## src/rtl/ecall_uart_tx.sv

```systemverilog
// ecall_uart_tx: buffers 32-bit CPU ecall words in a small FIFO and streams each
// word out as four 8N1 UART bytes, least-significant byte first.
`default_nettype none

module ecall_uart_tx #(
   parameter int CLKS_PER_BIT = 16,
   parameter int FIFO_DEPTH   = 4
) (
   input  logic                          i_clk,
   input  logic                          i_rst_n,
   input  logic                          i_ecall_ready,
   input  logic [31:0]                   i_ecall_data,
   output logic                          o_uart_tx,
   output logic                          o_busy,
   output logic                          o_full,
   output logic                          o_overflow,
   output logic [$clog2(FIFO_DEPTH):0]   o_count
);

   localparam int PTR_W = $clog2(FIFO_DEPTH);
   localparam int CNT_W = PTR_W + 1;
   localparam int CLK_W = $clog2(CLKS_PER_BIT);
   localparam logic [CLK_W-1:0] LAST_CLK  = CLK_W'(CLKS_PER_BIT - 1);
   localparam logic [CNT_W-1:0] DEPTH_CNT = CNT_W'(FIFO_DEPTH);

   typedef enum logic [1:0] {
      IDLE  = 2'd0,
      START = 2'd1,
      DATA  = 2'd2,
      STOP  = 2'd3
   } state_t;

   logic [31:0]      mem [FIFO_DEPTH];
   logic [PTR_W-1:0] wr_ptr;
   logic [PTR_W-1:0] rd_ptr;
   logic [CNT_W-1:0] count;
   logic             overflow;
   logic             full;
   logic             push;
   logic             pop;
   logic             drop;

   state_t           state;
   state_t           state_n;
   logic [CLK_W-1:0] clk_cnt;
   logic [CLK_W-1:0] clk_cnt_n;
   logic [2:0]       bit_idx;
   logic [2:0]       bit_idx_n;
   logic [1:0]       byte_idx;
   logic [1:0]       byte_idx_n;
   logic [31:0]      shreg;
   logic [31:0]      shreg_n;
   logic             tx;
   logic             tx_n;
   logic             last_clk;

   // A pop in IDLE frees a slot at the same edge, so a full FIFO still accepts then.
   assign full = (count == DEPTH_CNT);
   assign pop  = (state == IDLE) && (count != '0);
   assign push = i_ecall_ready && (!full || pop);
   assign drop = i_ecall_ready && full && !pop;

   always_ff @(posedge i_clk or negedge i_rst_n) begin
      if (!i_rst_n) begin
         wr_ptr   <= '0;
         rd_ptr   <= '0;
         count    <= '0;
         overflow <= 1'b0;
      end else begin
         if (push) wr_ptr <= wr_ptr + PTR_W'(1);
         if (pop)  rd_ptr <= rd_ptr + PTR_W'(1);
         case ({push, pop})
            2'b10:   count <= count + CNT_W'(1);
            2'b01:   count <= count - CNT_W'(1);
            default: count <= count;
         endcase
         if (drop) overflow <= 1'b1;
      end
   end

   always_ff @(posedge i_clk) begin
      if (push) mem[wr_ptr] <= i_ecall_data;
   end

   always_ff @(posedge i_clk or negedge i_rst_n) begin
      if (!i_rst_n) begin
         state    <= IDLE;
         clk_cnt  <= '0;
         bit_idx  <= '0;
         byte_idx <= '0;
         shreg    <= '0;
         tx       <= 1'b1;
      end else begin
         state    <= state_n;
         clk_cnt  <= clk_cnt_n;
         bit_idx  <= bit_idx_n;
         byte_idx <= byte_idx_n;
         shreg    <= shreg_n;
         tx       <= tx_n;
      end
   end

   always_comb begin
      state_n    = state;
      clk_cnt_n  = clk_cnt;
      bit_idx_n  = bit_idx;
      byte_idx_n = byte_idx;
      shreg_n    = shreg;
      last_clk   = (clk_cnt == LAST_CLK);

      case (state)
         IDLE: begin
            if (pop) begin
               state_n    = START;
               shreg_n    = mem[rd_ptr];
               clk_cnt_n  = '0;
               bit_idx_n  = '0;
               byte_idx_n = '0;
            end
         end
         START: begin
            if (last_clk) begin
               state_n   = DATA;
               clk_cnt_n = '0;
               bit_idx_n = '0;
            end else begin
               clk_cnt_n = clk_cnt + CLK_W'(1);
            end
         end
         DATA: begin
            if (last_clk) begin
               // Shifting after every data bit leaves the next byte in [7:0].
               clk_cnt_n = '0;
               shreg_n   = {1'b0, shreg[31:1]};
               if (bit_idx == 3'd7) begin
                  state_n   = STOP;
                  bit_idx_n = '0;
               end else begin
                  bit_idx_n = bit_idx + 3'd1;
               end
            end else begin
               clk_cnt_n = clk_cnt + CLK_W'(1);
            end
         end
         STOP: begin
            if (last_clk) begin
               clk_cnt_n = '0;
               bit_idx_n = '0;
               if (byte_idx != 2'd3) begin
                  byte_idx_n = byte_idx + 2'd1;
                  state_n    = START;
               end else begin
                  byte_idx_n = '0;
                  state_n    = IDLE;
               end
            end else begin
               clk_cnt_n = clk_cnt + CLK_W'(1);
            end
         end
         default: state_n = IDLE;
      endcase

      // The line level is registered from the next state so it never glitches.
      case (state_n)
         START:   tx_n = 1'b0;
         DATA:    tx_n = shreg_n[0];
         default: tx_n = 1'b1;
      endcase
   end

   assign o_uart_tx  = tx;
   assign o_busy     = (count != '0) || (state != IDLE);
   assign o_full     = full;
   assign o_overflow = overflow;
   assign o_count    = count;

endmodule

`default_nettype wire

```

## config.mk

```make
export PLATFORM = sky130hd
export DESIGN_NAME = ecall_uart_tx
export DESIGN_NICKNAME = d
export VERILOG_FILES = /design/src/rtl/ecall_uart_tx.sv
export SDC_FILE = /design/constraint.sdc
export NUM_CORES = 1
export LEC_CHECK = 0
export ABC_AREA = 0
export CAP_MARGIN = 20
export CORE_ASPECT_RATIO = 0.6
export CORE_UTILIZATION = 45
export DETAILED_ROUTE_END_ITERATION = 8
export GPL_TIMING_DRIVEN = 0
export PLACE_DENSITY = 0.67
export SYNTH_ARGS = -nofsm -noshare
export SYNTH_HDL_FRONTEND = slang
export SYNTH_SLANG_ARGS = --single-unit
```

## constraint.sdc

```tcl
create_clock -name i_clk -period 2.4 [get_ports i_clk]
set_clock_uncertainty 0.1 [all_clocks]
set_input_delay 0.36 -clock i_clk [delete_from_list [all_inputs] [get_ports i_clk]]
set_output_delay 0.36 -clock i_clk [all_outputs]
set_load 0.01 [all_outputs]
```

## Word-level counts from Yosys, hierarchy flattened

Memories as Yosys holds them, arrays and structs flattened.
Index checks and enable logic that the tools add are counted.

| word-level totals | value |
|---|---|
| bits in registers | 52 |
| bits in latches | 0 |
| memory bits (writable) | 128 |
| ROM bits | 0 |
| input bits | 35 |
| output and inout port bits | 7 |
| memories kept | 1 |

| operators by class | value |
|---|---|
| add/sub/neg operators | 7 |
| multiply operators | 0 |
| div/mod/pow operators | 0 |
| order comparisons | 0 |
| equal/unequal tests | 15 |
| shift-type cells | 0 |
| muxes and demuxes | 26 |
| bitwise operators | 0 |
| reduce and logical (&&, ||, !) cells | 19 |

Memories:

| memory | depth | bits a word | read ports | clocked after memory_dff | write ports | RTL line | RTL |
|---|---|---|---|---|---|---|---|
| mem | 4 | 32 | 1 | 0 | 1 | 33 | `logic [31:0] mem [FIFO_DEPTH];` |

Operator list:

| kind | count |
|---|---|
| 2-to-1 mux 32 bit | 2 |
| case mux 32 bit (2 select lines) | 1 |
| 2-to-1 mux 2 bit | 8 |
| 2-to-1 mux 3 bit | 4 |
| case mux 3 bit (3 select lines) | 1 |
| AND reduction 3 bit | 3 |
| equality test 2 bit, second input constant | 4 |
| 2-to-1 mux 4 bit | 2 |
| inequality test 2 bit, second input constant | 4 |
| case mux 2 bit (4 select lines) | 1 |
| case mux 4 bit (2 select lines) | 1 |
| nonzero test 2 bit | 4 |
| adder 2 x 1 -> 2 bit, second input constant | 3 |
| adder 3 x 1 -> 3 bit, second input constant | 2 |
| equality test 2 x 1 -> 1 bit, second input constant | 3 |
| equality test 3 bit, second input constant | 2 |
| case mux 3 bit (2 select lines) | 1 |
| adder 4 x 1 -> 4 bit, second input constant | 1 |
| equality test 4 bit, second input constant | 1 |
| logical AND 1 bit | 4 |
| case mux 2 bit (2 select lines) | 1 |
| 2-to-1 mux 1 bit | 3 |
| nonzero test 3 bit | 1 |
| OR reduction 3 bit | 1 |
| other kinds (7) | 9 |

## Depth between registers and ports, before layout

Gate-level depths: netlist of the first run.

| logic depth | value |
|---|---|
| word-level depth | 6 |
| mapped depth | 8 |
| mapped depth without buffers | 7 |

## Worst setup path before layout of the first run

Ideal clock, no wire load.

| timing path | value |
|---|---|
| path type | reg2reg |
| start | reg state[0] |
| end | mem mem[2][0], enable pin |
| library setup time | 0.392 ns |
| arrival time | 1.933 ns |
| required time | 1.908 ns |
| setup slack | -0.025 ns |
| stages on the path, launching flop included | 5 |
| path buffers | 1 |
| cell sequence | dfrtp_1 -> or2_0 -> buf_4 -> a21boi_2 -> and2_1 |

| on the way | value |
|---|---|
| longest elaborated chain between the ends | 6 |

RTL lines:

| item | RTL line | RTL |
|---|---|---|
| start, declared | 43 | `state_t state;` |
| start signal, assigned | 94 | `state <= state_n;` |
| zero test 2 bit | 59 | `assign pop = (state == IDLE) && (count != '0);` |
| logical AND 1 bit | 59 |  |
| logical OR 1 bit | 60 | `assign push = i_ecall_ready && (!full \|\| pop);` |
| logical AND 1 bit | 60 |  |
| 2-to-1 mux 1 bit | 82 | `if (push) mem[wr_ptr] <= i_ecall_data;` |
| 2-to-1 mux 1 bit (implied by the code) | 82 |  |
| end, declared | 33 |  |

No other way between the ends.

## Worst setup path in the final report of the first run

| timing path | value |
|---|---|
| start | reg count[0] (netlist: o_count[0]) |
| end | out o_full |

| on the way | value |
|---|---|
| longest elaborated chain between the ends | 1 |

RTL lines:

| item | RTL line | RTL |
|---|---|---|
| start, declared | 36 | `logic [CNT_W-1:0] count;` |
| start signal, assigned | 73 | `2'b10: count <= count + CNT_W'(1);` |
| start signal, assigned | 74 | `2'b01: count <= count - CNT_W'(1);` |
| start signal, assigned | 75 | `default: count <= count;` |
| equality test 3 bit | 58 | `assign full = (count == DEPTH_CNT);` |
| end, declared | 15 | `output logic o_full,` |

No other way between the ends.

==> reports/results.tsv, run 1 <==
metric	value	unit
first-pass GRT wire length	20.87	mm
num ports	42	
number of distinct library cells after synthesis	46	
Peak supply drop	0.5877	mV
number of nets with antenna violations after routing	0	
Critical Path RT	1940	ps
half-perimeter wire length after detailed placement	8.051	mm
Antenna Diode Count	0	
Die Width	165.5	µm
unrepaired setup endpoints after global routing	yes	
Setup crit end kind	primary output	
final weighted congestion in routability-driven placement	0.8047	
fraction of met1 tracks used by global routing	25.91	%
Yosys reg bits	180	
buffers from clock root to sink, at most	2	
Slew Limit Fails	0	
number of buffers inserted by port buffering	40	
clock-pin slew of the registers on the worst-case setup and hold paths	60	ps
initial antenna violation count	0	
H-Tree Level Count	4	
initial cell density of the core	46.56	%
outcome	finished, violations left	
area of the die	0.01657	mm²
area of the placeable core	0.01550	mm²
dpl cells	638	
Setup violations, final	0	
vias after detailed routing	3747	
Synth Cell Area	0.007218	mm²
maximum frequency from static timing analysis	429.9	MHz
share of post-route cells with drive strength above 1	21.82	%
met2 layer usage reported by global route	25.51	%
final std cells w/o fill	675	
aggregate negative setup slack	0	ps
# Max-Cap Violations	0	
routing layer with the top usage in global route	met1	
kind of critical path	flip-flop to primary output	
data arrival time of the critical path	1870	ps
average wire per cell in the routed design	19.38	µm
shortest period the worst path allows	2326	ps
number of remaining DRC errors	4	
worst skew pair latency	420	ps
Vert. Die Dim	100.1	µm
Cell Pwr Density	1202	mW/mm²
synthesized area divided by synthesized cell count	18.32	µm²
DRT Pass-1 Iters	7	
global routing met3 resource utilization	3.967	%
Total Wirelength	13.08	mm
final-report hold violation count	0	
Worst slew margin	63.10	%
CTS sink count	180	
overall track demand over capacity in global routing	17.47	%
ratio of final minimum period to clock period	96.92	%
clk root buf	sky130_fd_sc_hd__clkbuf_16	
sequential element share of the synthesized area	71.29	%
cells taking the most area after synthesis	sky130_fd_sc_hd__edfxtp_1, sky130_fd_sc_hd__dfrtp_1, sky130_fd_sc_hd__mux4_2	
area growth from synthesis to layout	18.89	%
Seq. cell area	0.005147	mm²
worst hold-check path type	input port to flip-flop	
Warnings, synthesis	0	
via density per instance	5.551	
actual transition at the worst max-transition pin	551.5	ps
number of nets in the layout	503	
drt first-iter violations	276	
startpoint types	flip-flop	
number of buffers created by CTS	17	
library cell occupying the most area in the post-synthesis netlist	sky130_fd_sc_hd__edfxtp_1	
critical-path maximum fanout	7	
multi-input logic area	0.001927	mm²
Synth Instances	394	
pin count of the biggest net entering global routing	33	
violated checks	DRC	
number of nets in the synthesized netlist	438	
share of the synthesized area in the top cell type	53.25	%
via count of the first global-routing pass	3688	
clock tree from TritonCTS	yes	
Cell Rows	35	
Leak	3.254	nW
aggregate global routing overflow	0	
number of inserted filler cells in the final layout	1228	
==> critical path, cell delays in order (launching register included) <==
cell	delay (ps)
sky130_fd_sc_hd__dfrtp_1	370
sky130_fd_sc_hd__buf_2	180
sky130_fd_sc_hd__nor3b_2	300
sky130_fd_sc_hd__clkdlybuf4s50_1	590
==> layout by cell type, fill, tap and decap left out, drive strengths merged, types with 2 or more instances in the layout <==
cell           count
a21o              31
a21oi              5
a22o              33
a22oi              3
a31oi              3
and2               5
and4               2
buf               27
bufinv             3
clkbuf            20
clkdlybuf4s50     38
clkinv             5
dfrtp             51
edfxtp           128
ha                 8
inv               11
mux2               2
mux4              32
nand2             11
nand3              7
nand4              2
nor2               8
nor3               2
nor3b              2
o21ai             10
xnor2              7
==> layer usage <==
metal	vias to the layer above	part of all wire (%)
li1	1709	-
met1	1958	49
met2	70	46
met3	10	4.3
met4	0	0.73
met5	-	0
==> power breakdown <==
group	internal (W)	switching, W
combinational	0.00140	0.00145
sequential	0.00423	0.000365
clock	0.00169	0.00118
==> sequential cells by signal (all words and copies together) (netlist names) <==
register	flops
o_uart_tx	1
o_count	3
mem	128
shreg	32
bit_idx	3
byte_idx	2
o_overflow	1
clk_cnt	4
wr_ptr	2
state	2
rd_ptr	2
==> worst paths after layout <==
| check | startpoint | endpoint | slack [ps] | depth (start not counted) |
|---|---|---|---|---|
| setup / recovery | o_count[0]$_DFFE_PN0P_ | o_full | 70 | 3 |
| hold / removal | i_ecall_ready | o_overflow$_DFFE_PN0P_ | 330 | 2 |
| setup reg to reg | state[0]$_DFF_PN0_ | mem[1][15]$_DFFE_PP_ | 80 | 4 |
| hold reg to reg | shreg[17]$_DFFE_PN0P_ | shreg[17]$_DFFE_PN0P_ | 380 | 1 |
| max in group asynchronous | i_rst_n | shreg[21]$_DFFE_PN0P_ | 1280 | 3 |
| min in group asynchronous | i_rst_n | clk_cnt[0]$_DFFE_PN0P_ | 350 | 2 |
==> logic make-up (layout without fill, tap and decap cells) <==
group	Yosys count	in the layout	share of synthesized area [%]
fa+ha+maj	9	9	1.664
buf+inv	29	107	2.479
mux	34	34	10.50
simple gates	43	43	3.536
flops	180	180	71.29
xor+xnor	8	8	0.9707
compound gates	91	91	9.551
==> layout make-up <==
cell class / instances / share of cell area, %
clock inverter: 13 / 2.027
tap: 203 / 2.960
timing repair buffer: 46 / 5.336
multi-input combinational: 185 / 22.45
sequential: 180 / 59.98
buffer: 22 / 1.779
inverter: 7 / 0.3062
clock buffer: 19 / 5.161
==> cell usage after synthesis (all sizes together) <==
cell and instances:
edfxtp 128, dfrtp 51, a22o 33, mux4 32
a21o 31, buf 21, nand2 11, o21ai 10
ha 8, nor2 8, inv 7, nand3 7
xnor2 7, a21oi 5, and2 5, a22oi 3
a31oi 3, and4 2, mux2 2, nand4 2
nor3 2, nor3b 2, a21boi 1, a31o 1
a32oi 1, and3 1, clkbuf 1, dfstp 1
fa 1, nor2b 1, o221ai 1, o22ai 1
o31ai 1, or2 1, or3 1, xor2 1
==> stage by stage <==
step / total power (W) / hold slack [ps] / setup WS [ps] / utilization [%] / cell area (µm²)
floorplan: 0.006585 / -35.59 / 188.7 / - / 7223
global placement: 0.007339 / 349.1 / -792.2 / 50.82 / 7878
detailed placement: 0.007472 / 280.4 / -247.9 / 50.91 / 7893
CTS: 0.01036 / 263.6 / -272.1 / 54.96 / 8521
global route: 0.01086 / 315.1 / -47.76 / 55.36 / 8582
finish: 0.01032 / 331.5 / 73.97 / 55.36 / 8582
==> what timing repair did <==
action | in CTS | in global routing
resized for setup | 1 | 10
endpoints found under the hold margin | 20 | 0
endpoints found under the setup margin | 130 | 131
hold buffers | 1 | 0
pin swaps | 0 | 3
buffers inserted | 0 | 4
gates cloned | 0 | 0
Note: power is estimated with default switching activity, not from simulation.
==> inputs of run 2 (changes only) <==
--- a/config.mk
+++ b/config.mk
@@ -8,10 +8,10 @@
 export ABC_AREA = 0
 export CAP_MARGIN = 20
 export CORE_ASPECT_RATIO = 0.6
-export CORE_UTILIZATION = 45
+export CORE_UTILIZATION = 44
 export DETAILED_ROUTE_END_ITERATION = 8
 export GPL_TIMING_DRIVEN = 0
-export PLACE_DENSITY = 0.67
+export PLACE_DENSITY = 0.66
 export SYNTH_ARGS = -nofsm -noshare
 export SYNTH_HDL_FRONTEND = slang
 export SYNTH_SLANG_ARGS = --single-unit
==> run 2 against run 1 <==
Compared with the run above:
- the flow now finishes without violations
- wire length grew 0.31%
- critical path depth grew 1
- critical path type is now flip-flop to flip-flop
- sequential power is essentially flat
- utilization shrank 1.4 points
- worst hold slack gained 17 ps
- setup slack lost 37 ps
- cell count shrank 0.44%
- critical endpoint is now mem[2][10]$_DFFE_PP_
- flip-flop and latch count is the same
==> reports/results.tsv, run 2 (synthesis results as in run 1) <==
metric	value	unit
share of post-route cells with drive strength above 1	20.47	%
num ports	42	
number of nets with antenna violations after routing	0	
worst hold-check path type	input port to flip-flop	
worst skew pair latency	420	ps
CTS sink count	180	
unrepaired setup endpoints after global routing	yes	
register ranked first by flip-flop count	mem	
Leak	3.192	nW
Slew Limit Fails	0	
area growth from synthesis to layout	17.23	%
Critical Path RT	2350	ps
Cell Rows	35	
Die Width	167.4	µm
total cell area at the placement stage	0.007893	mm²
cells along the critical path	or2_0 > buf_4 > a21boi_2 > and2_4	
slowest cell delay on critical path	580	ps
aggregate negative setup slack	0	ps
H-Tree Level Count	4	
ratio of final minimum period to clock period	98.47	%
aggregate global routing overflow	0	
clock-pin slew of the registers on the worst-case setup and hold paths	70	ps
via count of the first global-routing pass	3902	
biggest registers after layout	mem x128, shreg x32, clk_cnt x4	
pin count of the biggest net entering global routing	33	
sum of buffers and inverters on the critical path	1	
Cell Pwr Density	1162	mW/mm²
most common library cell in the layout ignoring fill and taps	sky130_fd_sc_hd__edfxtp_1	
actual transition at the worst max-transition pin	691.4	ps
shortest period the worst path allows	2363	ps
data arrival time of the critical path	2310	ps
kind of critical path	flip-flop to flip-flop	
first-pass GRT wire length	21.31	mm
maximum frequency from static timing analysis	423.1	MHz
outcome	finished clean	
buffers from clock root to sink, at most	2	
initial cell density of the core	46.04	%
final standard cell area without fillers	0.008462	mm²
Critical-path top delay cell	sky130_fd_sc_hd__and2_4	
area of the die	0.01694	mm²
flip-flop count of the largest register, all copies and words added	128	
startpoint types	flip-flop	
critical-path maximum fanout	32	
Vert. Die Dim	101.2	µm
number of nets in the layout	500	
clock tree from TritonCTS	yes	
overall power	0.009835	W
initial antenna violation count	0	
clk root buf	sky130_fd_sc_hd__clkbuf_16	
final weighted congestion in routability-driven placement	0.8253	
cell family with most CP delay	simple AND/OR/NAND/NOR gates	
average wire per cell in the routed design	19.53	µm
Setup crit end kind	flip-flop	
drt first-iter violations	260	
Placement Setup Slack	-241.0	ps
number of buffers inserted by port buffering	40	
number of remaining DRC errors	0	
area of the placeable core	0.01568	mm²
number of buffers created by CTS	17	
overall track demand over capacity in global routing	16.95	%
final critical-path setup slack	36.71	ps
via density per instance	5.586	
Total Wirelength	13.13	mm
slack of the worst reg-to-reg path	40	ps
Setup violations, final	0	
half-perimeter wire length after detailed placement	8.237	mm
final-report hold violation count	0	
Peak supply drop	0.5207	mV
Finished Core Util	53.97	%
leading cell types in the layout, fill and taps excluded	sky130_fd_sc_hd__edfxtp_1, sky130_fd_sc_hd__dfrtp_1, sky130_fd_sc_hd__clkdlybuf4s50_1	
Worst slew margin	53.91	%
vias after detailed routing	3754	
DRT Pass-1 Iters	4	
Antenna Diode Count	0	
# Max-Cap Violations	0	
-- run 2: cell types whose count changed in the layout (fill, tap and decap cells not counted), sizes merged --
cell    delta
clkbuf     +1
clkinv     +4
buf        -3
inv        -2
bufinv     -3
-- run 2: worst paths after layout --
kind | from | cells after the start | endpoint
min in group asynchronous | i_rst_n | 2 | shreg[10]$_DFFE_PN0P_
max | state[0]$_DFF_PN0_ | 4 | mem[2][10]$_DFFE_PP_
min | i_ecall_ready | 2 | o_overflow$_DFFE_PN0P_
max reg2reg | state[0]$_DFF_PN0_ | 4 | mem[2][10]$_DFFE_PP_
max in group asynchronous | i_rst_n | 3 | shreg[21]$_DFFE_PN0P_
min reg2reg | o_overflow$_DFFE_PN0P_ | 1 | o_overflow$_DFFE_PN0P_
-- run 2: through the flow --
stage / instances / hold WS (ps)
final: 672 / 348.7
after CTS: 671 / 292.1
after global routing: 672 / 374.9
after detailed placement: 638 / 336.3
after floorplan: 394 / -35.59
after global placement: 637 / 351.7
-- run 2: area by class of cell --
cell class	count	area (µm²)
inverter	7	26.28
clock inverter	12	82.58
tap	203	254.0
timing repair buffer	43	435.4
multi-input combinational	185	1927
fill	1221	7216
clock buffer	20	436.7
buffer	22	152.6
sequential	180	5147
-- run 2: power breakdown --
part	switching, W	internal [W]
Combinational	0.00141	0.00138
Sequential	0.000376	0.00423
Clock	0.00112	0.00132
-- run 2: routing by layer --
layer | part of all wire, % | vias to the layer above | global-route usage [%]
met5 | 0 | - | 0
met4 | 0.89 | 0 | 6.493
met3 | 5.2 | 8 | 3.400
met2 | 46 | 96 | 26.25
met1 | 48 | 1945 | 24.07
li1 | - | 1705 | -
-- run 2: what timing repair did --
| item | in CTS | in global routing |
|---|---|---|
| endpoints found under the hold margin | 25 | 0 |
| hold buffers | 1 | 0 |
| buffers inserted | 0 | 1 |
| resized for setup | 2 | 9 |
| setup endpoints to repair | 130 | 131 |
| pin swaps | 0 | 3 |
